File: config.mk
export PLATFORM = sky130hd
export DESIGN_NAME = key_debouncer
export DESIGN_NICKNAME = d
export VERILOG_FILES = /design/src/rtl/key_debouncer.sv
export SDC_FILE = /design/constraint.sdc
export NUM_CORES = 1
export LEC_CHECK = 0
export CAP_MARGIN = 20
export CELL_PAD_IN_SITES_DETAIL_PLACEMENT = 1
export CELL_PAD_IN_SITES_GLOBAL_PLACEMENT = 2
export CORE_MARGIN = 1
export CORE_UTILIZATION = 40
export DETAILED_ROUTE_END_ITERATION = 7
export PLACE_DENSITY_LB_ADDON = 0.12
export SLEW_MARGIN = 10
export SYNTH_ARGS = -nofsm -noshare
export SYNTH_HDL_FRONTEND = slang
export SYNTH_SLANG_ARGS = --single-unit
File: constraint.sdc
create_clock -name clk -period 4.1 [get_ports clk]
set_input_delay 0.41 -clock clk [delete_from_list [all_inputs] [get_ports clk]]
set_output_delay 0.41 -clock clk [all_outputs]
set_load 0.02 [all_outputs]
File: src/rtl/key_debouncer.sv
// Two-flop synchroniser, per-key stability filter and press/release pulses.
// Define KEY_AUTOREPEAT_EN to add held-key auto-repeat press pulses.
module key_debouncer #(
  parameter int NUM_KEYS        = 4,
  parameter int DEBOUNCE_CYCLES = 1000000,
  parameter int REPEAT_DELAY    = 25000000,
  parameter int REPEAT_PERIOD   = 5000000
) (
  input  logic                clk,
  input  logic                reset,
  input  logic [NUM_KEYS-1:0] KEY,
  output logic [NUM_KEYS-1:0] key_down,
  output logic [NUM_KEYS-1:0] key_press,
  output logic [NUM_KEYS-1:0] key_release
);

  localparam int CW = $clog2(DEBOUNCE_CYCLES);
  localparam logic [CW-1:0] CMAX = CW'(DEBOUNCE_CYCLES - 1);

  if (DEBOUNCE_CYCLES < 2 || REPEAT_DELAY < 1 || REPEAT_PERIOD < 1)
  begin : g_bad_param
    $error("key_debouncer: illegal parameter value");
  end

  logic [NUM_KEYS-1:0] r_sync1;
  logic [NUM_KEYS-1:0] r_sync2;
  logic [NUM_KEYS-1:0] r_down;
  logic [NUM_KEYS-1:0] r_press;
  logic [NUM_KEYS-1:0] r_release;
  logic [CW-1:0]       r_cnt [NUM_KEYS];

  logic [NUM_KEYS-1:0] w_pend;
  logic [NUM_KEYS-1:0] w_diff;
  logic [NUM_KEYS-1:0] w_flip;
  logic [NUM_KEYS-1:0] w_rep_fire;

  assign w_pend = ~r_sync2;
  assign w_diff = w_pend ^ r_down;

  always_comb begin
    w_flip = '0;
    for (int i = 0; i < NUM_KEYS; i++) begin
      w_flip[i] = w_diff[i] && (r_cnt[i] == CMAX);
    end
  end

  always_ff @(posedge clk or posedge reset) begin
    if (reset) begin
      r_sync1 <= '1;
      r_sync2 <= '1;
    end else begin
      r_sync1 <= KEY;
      r_sync2 <= r_sync1;
    end
  end

  // Any agreeing sample restarts the stability count
  always_ff @(posedge clk or posedge reset) begin
    if (reset) begin
      for (int i = 0; i < NUM_KEYS; i++) begin
        r_cnt[i] <= '0;
      end
    end else begin
      for (int i = 0; i < NUM_KEYS; i++) begin
        if (!w_diff[i] || w_flip[i]) begin
          r_cnt[i] <= '0;
        end else begin
          r_cnt[i] <= r_cnt[i] + 1'b1;
        end
      end
    end
  end

  always_ff @(posedge clk or posedge reset) begin
    if (reset) begin
      r_down    <= '0;
      r_press   <= '0;
      r_release <= '0;
    end else begin
      r_down    <= r_down ^ w_flip;
      r_press   <= (w_flip & ~r_down) | w_rep_fire;
      r_release <= w_flip & r_down;
    end
  end

`ifdef KEY_AUTOREPEAT_EN
  localparam int RMAX = (REPEAT_DELAY > REPEAT_PERIOD) ?
                        REPEAT_DELAY : REPEAT_PERIOD;
  localparam int RW = $clog2(RMAX) + 1;
  localparam logic [RW-1:0] RD_M1 = RW'(REPEAT_DELAY - 1);
  localparam logic [RW-1:0] RP_M1 = RW'(REPEAT_PERIOD - 1);

  logic [RW-1:0]       r_rep [NUM_KEYS];
  logic [NUM_KEYS-1:0] r_first;

  // A release edge always wins over a due repeat
  always_comb begin
    w_rep_fire = '0;
    for (int i = 0; i < NUM_KEYS; i++) begin
      w_rep_fire[i] = r_down[i] && !w_flip[i] &&
        (r_rep[i] == (r_first[i] ? RD_M1 : RP_M1));
    end
  end

  always_ff @(posedge clk or posedge reset) begin
    if (reset) begin
      r_first <= '1;
      for (int i = 0; i < NUM_KEYS; i++) begin
        r_rep[i] <= '0;
      end
    end else begin
      for (int i = 0; i < NUM_KEYS; i++) begin
        if (!r_down[i] || w_flip[i]) begin
          r_rep[i]   <= '0;
          r_first[i] <= 1'b1;
        end else if (w_rep_fire[i]) begin
          r_rep[i]   <= '0;
          r_first[i] <= 1'b0;
        end else begin
          r_rep[i] <= r_rep[i] + 1'b1;
        end
      end
    end
  end
`else
  assign w_rep_fire = '0;
`endif

  assign key_down    = r_down;
  assign key_press   = r_press;
  assign key_release = r_release;

endmodule

==> impl_metrics.yaml <==
status:
  outcome: "complete, no violations"
global_route:
  track_usage_pct: 18.0
  use_met3_pct: 4.37
  grt_pass1_vias: 3681
  met2_usage_pct: 29.6
  grt-ovfl-total: 0
  grt.busiest_layer: "met2"
  grt_max_degree: 84
  grt_pass1_wl_um: 17600
  antenna_found_initial: 0
  gr-usage-met1_pct: 22.8
setup_path:
  crit_type: "flip-flop to flip-flop"
  critPathArrivalTime_ns: 2.23
  endpoint_kind: "flip-flop"
  worstReg2RegStart: "r_cnt[20]"
  reg2regPathDepth: 4
  max_stage_delay_ns: 0.95
  cp_slowest_cell: "o41ai_4"
  path_depth: 4
  critPathMaxFanout: 18
  crit_chain: "ha_1 > nand2_1 > o41ai_4 > nor2_1"
  worstSetupStartpoint: "r_cnt[20]"
  cp-start-kind: "flip-flop"
  crit_required_ns: 4.28
  worst-path-buf-inv: 0
  cpLargestDelayFamily: "compound AO/OA/AOI/OAI gates"
sta:
  finalClockSkew_ns: 0.00849
  tns_ns: 0
  finalCriticalPeriod_ns: 2.04
  setup_ws_ns: 2.06
  finalHoldViolCount: 0
  maxSlewViolCount: 0
  fmax_ghz: 0.490
  relSlewSlack_pct: 33.9
  period_share_pct: 49.8
  setup_viol: 0
  worstMarginPinSlew_ns: 0.988
  rsz0062_at_grt: "false"
min_path:
  hold_depth: 0
  holdCritStartpoint: "r_sync1[3]"
  worstHoldPathType: "flip-flop to flip-flop"
layout:
  area_delta_synth_final_pct: 13.1
  antennaDiodeCount: 0
  drive_gt1_share_pct: 7.88
  fin_nets: 508
  postLayoutCellArea_sq_um: 5370
synth:
  yosys_warnings: 0
  dominantRegCellSynth: "dfrtp_1"
  synth_xor_area_share_pct: 10.9
  synth_top_family_by_area: "simple AND/OR/NAND/NOR gates"
  syn_avg_cell_area_sq_um: 10.1
  yosysSeqAreaShare_pct: 52.9
  yosysMostFrequentCell: "dfrtp_1"
  synthCells: 470
  synthDistinctLibCells: 37
  async_reset_ff_share_pct: 100
  synth_area_leader_cell: "dfrtp_1"
  synth_fa_ha_area_share_pct: 3.16
  synthMuxAreaShare_pct: 0
  netlist_top_cells_area: "dfrtp_1 (48%), xnor2_1 (8.1%), nor2_1 (5.9%)"
  synth.cell_area_sq_um: 4750
  ys_ff_latch: 100
  synth_nets: 488
  synth_top_area_share_pct: 48.5
  synth-simple-area-share_pct: 24.9
  synth_compound_area_share_pct: 5.22
  synth-edff-count: 0
  ys_top_cells_by_count: "dfrtp_1 (92), nor2_1 (75), xnor2_1 (44), nand3_1 (30), inv_1 (26)"
flow_run:
  cap_viol_max_count: 0
clocking:
  clkLatencyLatePin_ns: 0.35
  cts-root-buf: "clkbuf_16"
  cts_resized: 0
  cts_max_level: 3
  cts.path.max_buffers: 2
  clk_pin_slew_ns: 0.06
  cts_made_buffers: 9
  cts_setup_buffers: 0
  cts_hold_buf: 0
  clkSinkCount: 100
  cts_tree: "done"
power_and_ir_drop:
  p_leak_uw: 0.00219
  ir_drop_v: 0.000247
  p_per_area_nw_per_um2: 351
floorplanning:
  pin_count: 18
  die_h_um: 111
  die_area_sq_um: 12300
  dieWidth_um: 111
  rows: 39
  design.core.area_sq_um: 11500
  initial_utilization_pct: 41.2
route:
  ant_nets: 0
  wl_per_cell_um: 15.5
  finalWirelength_um: 9880
  first_iter_violations: 112
  post-route-drc-count: 0
  vias_per_cell: 5.43
  vias: 3462
  dr.pass1.iters: 4
placement:
  placed_area_sq_um: 5060
  port_buffers: 17
  place_congestion: 0.718
  hpwl_um: 6820
  dp_slack_ns: 2.02
==> report_power, final <==
group          total [uW]  internal, uW  switching [uW]
Combinational        65.7          20.7            44.9
Clock                 804           443             362
Sequential           1020          1000            13.0
==> final timing paths <==
check | slack (ns) | end
min | 0.36 | r_sync2[3]
max reg2reg | 2.06 | r_cnt[26]
min reg2reg | 0.36 | r_sync2[3]
max in group asynchronous | 2.77 | r_sync1[0]
max | 2.06 | r_cnt[26]
min in group asynchronous | 0.38 | r_cnt[49]
==> metal layers <==
metal | vias up | wire, um
met2 | 24 | 4740
li1 | 1678 | -
met4 | 0 | 147
met1 | 1750 | 4780
met3 | 10 | 206
met5 | - | 0
==> area by class of cell <==
| cell class | count | area, sq um |
|---|---|---|
| Inverter | 26 | 100 |
| Multi-Input combinational cell | 334 | 2100 |
| Sequential cell | 100 | 2510 |
| Timing Repair Buffer | 19 | 205 |
| Clock inverter | 4 | 23.8 |
| Clock buffer | 12 | 256 |
| Tap cell | 143 | 179 |
| Fill cell | 1288 | 6140 |
==> per-stage QoR <==
step	utilization, %	hold slack, ns	instances	total power, uW
final	46.7	0.359	638	1890
after global placement	44.0	0.346	621	1100
after CTS	46.4	0.360	637	1920
after detailed placement	44.0	0.350	621	1100
after floorplan	-	0.345	470	1080
after global routing	46.7	0.364	638	1960
==> sequential cells by signal, indices dropped and copies added (netlist names) <==
name         cells
r_sync2          4
key_release      4
key_down         4
r_sync1          4
key_press        4
r_cnt           80
==> cell usage in the layout (no fill, tap or decap), drive strengths merged, types with 8 or more instances in the layout <==
cell,synthesis,final
a21oi,17,17
nor4,15,15
xnor2,44,44
dfstp,8,8
dfrtp,92,92
clkbuf,5,12
o21ai,10,10
nand3,30,30
inv,26,26
clkdlybuf4s50,0,17
or3,12,12
nor2,75,75
nand4,23,23
ha,12,12
nand2,22,22
nor3,19,19
xor2,15,15
==> kinds of logic after synthesis <==
| family | after synthesis |
|---|---|
| flops | 100 |
| compound gates | 38 |
| fa+ha+maj | 12 |
| simple gates | 225 |
| xor+xnor | 59 |
| buf+inv | 36 |
Note: power is estimated with default switching activity, not from simulation.
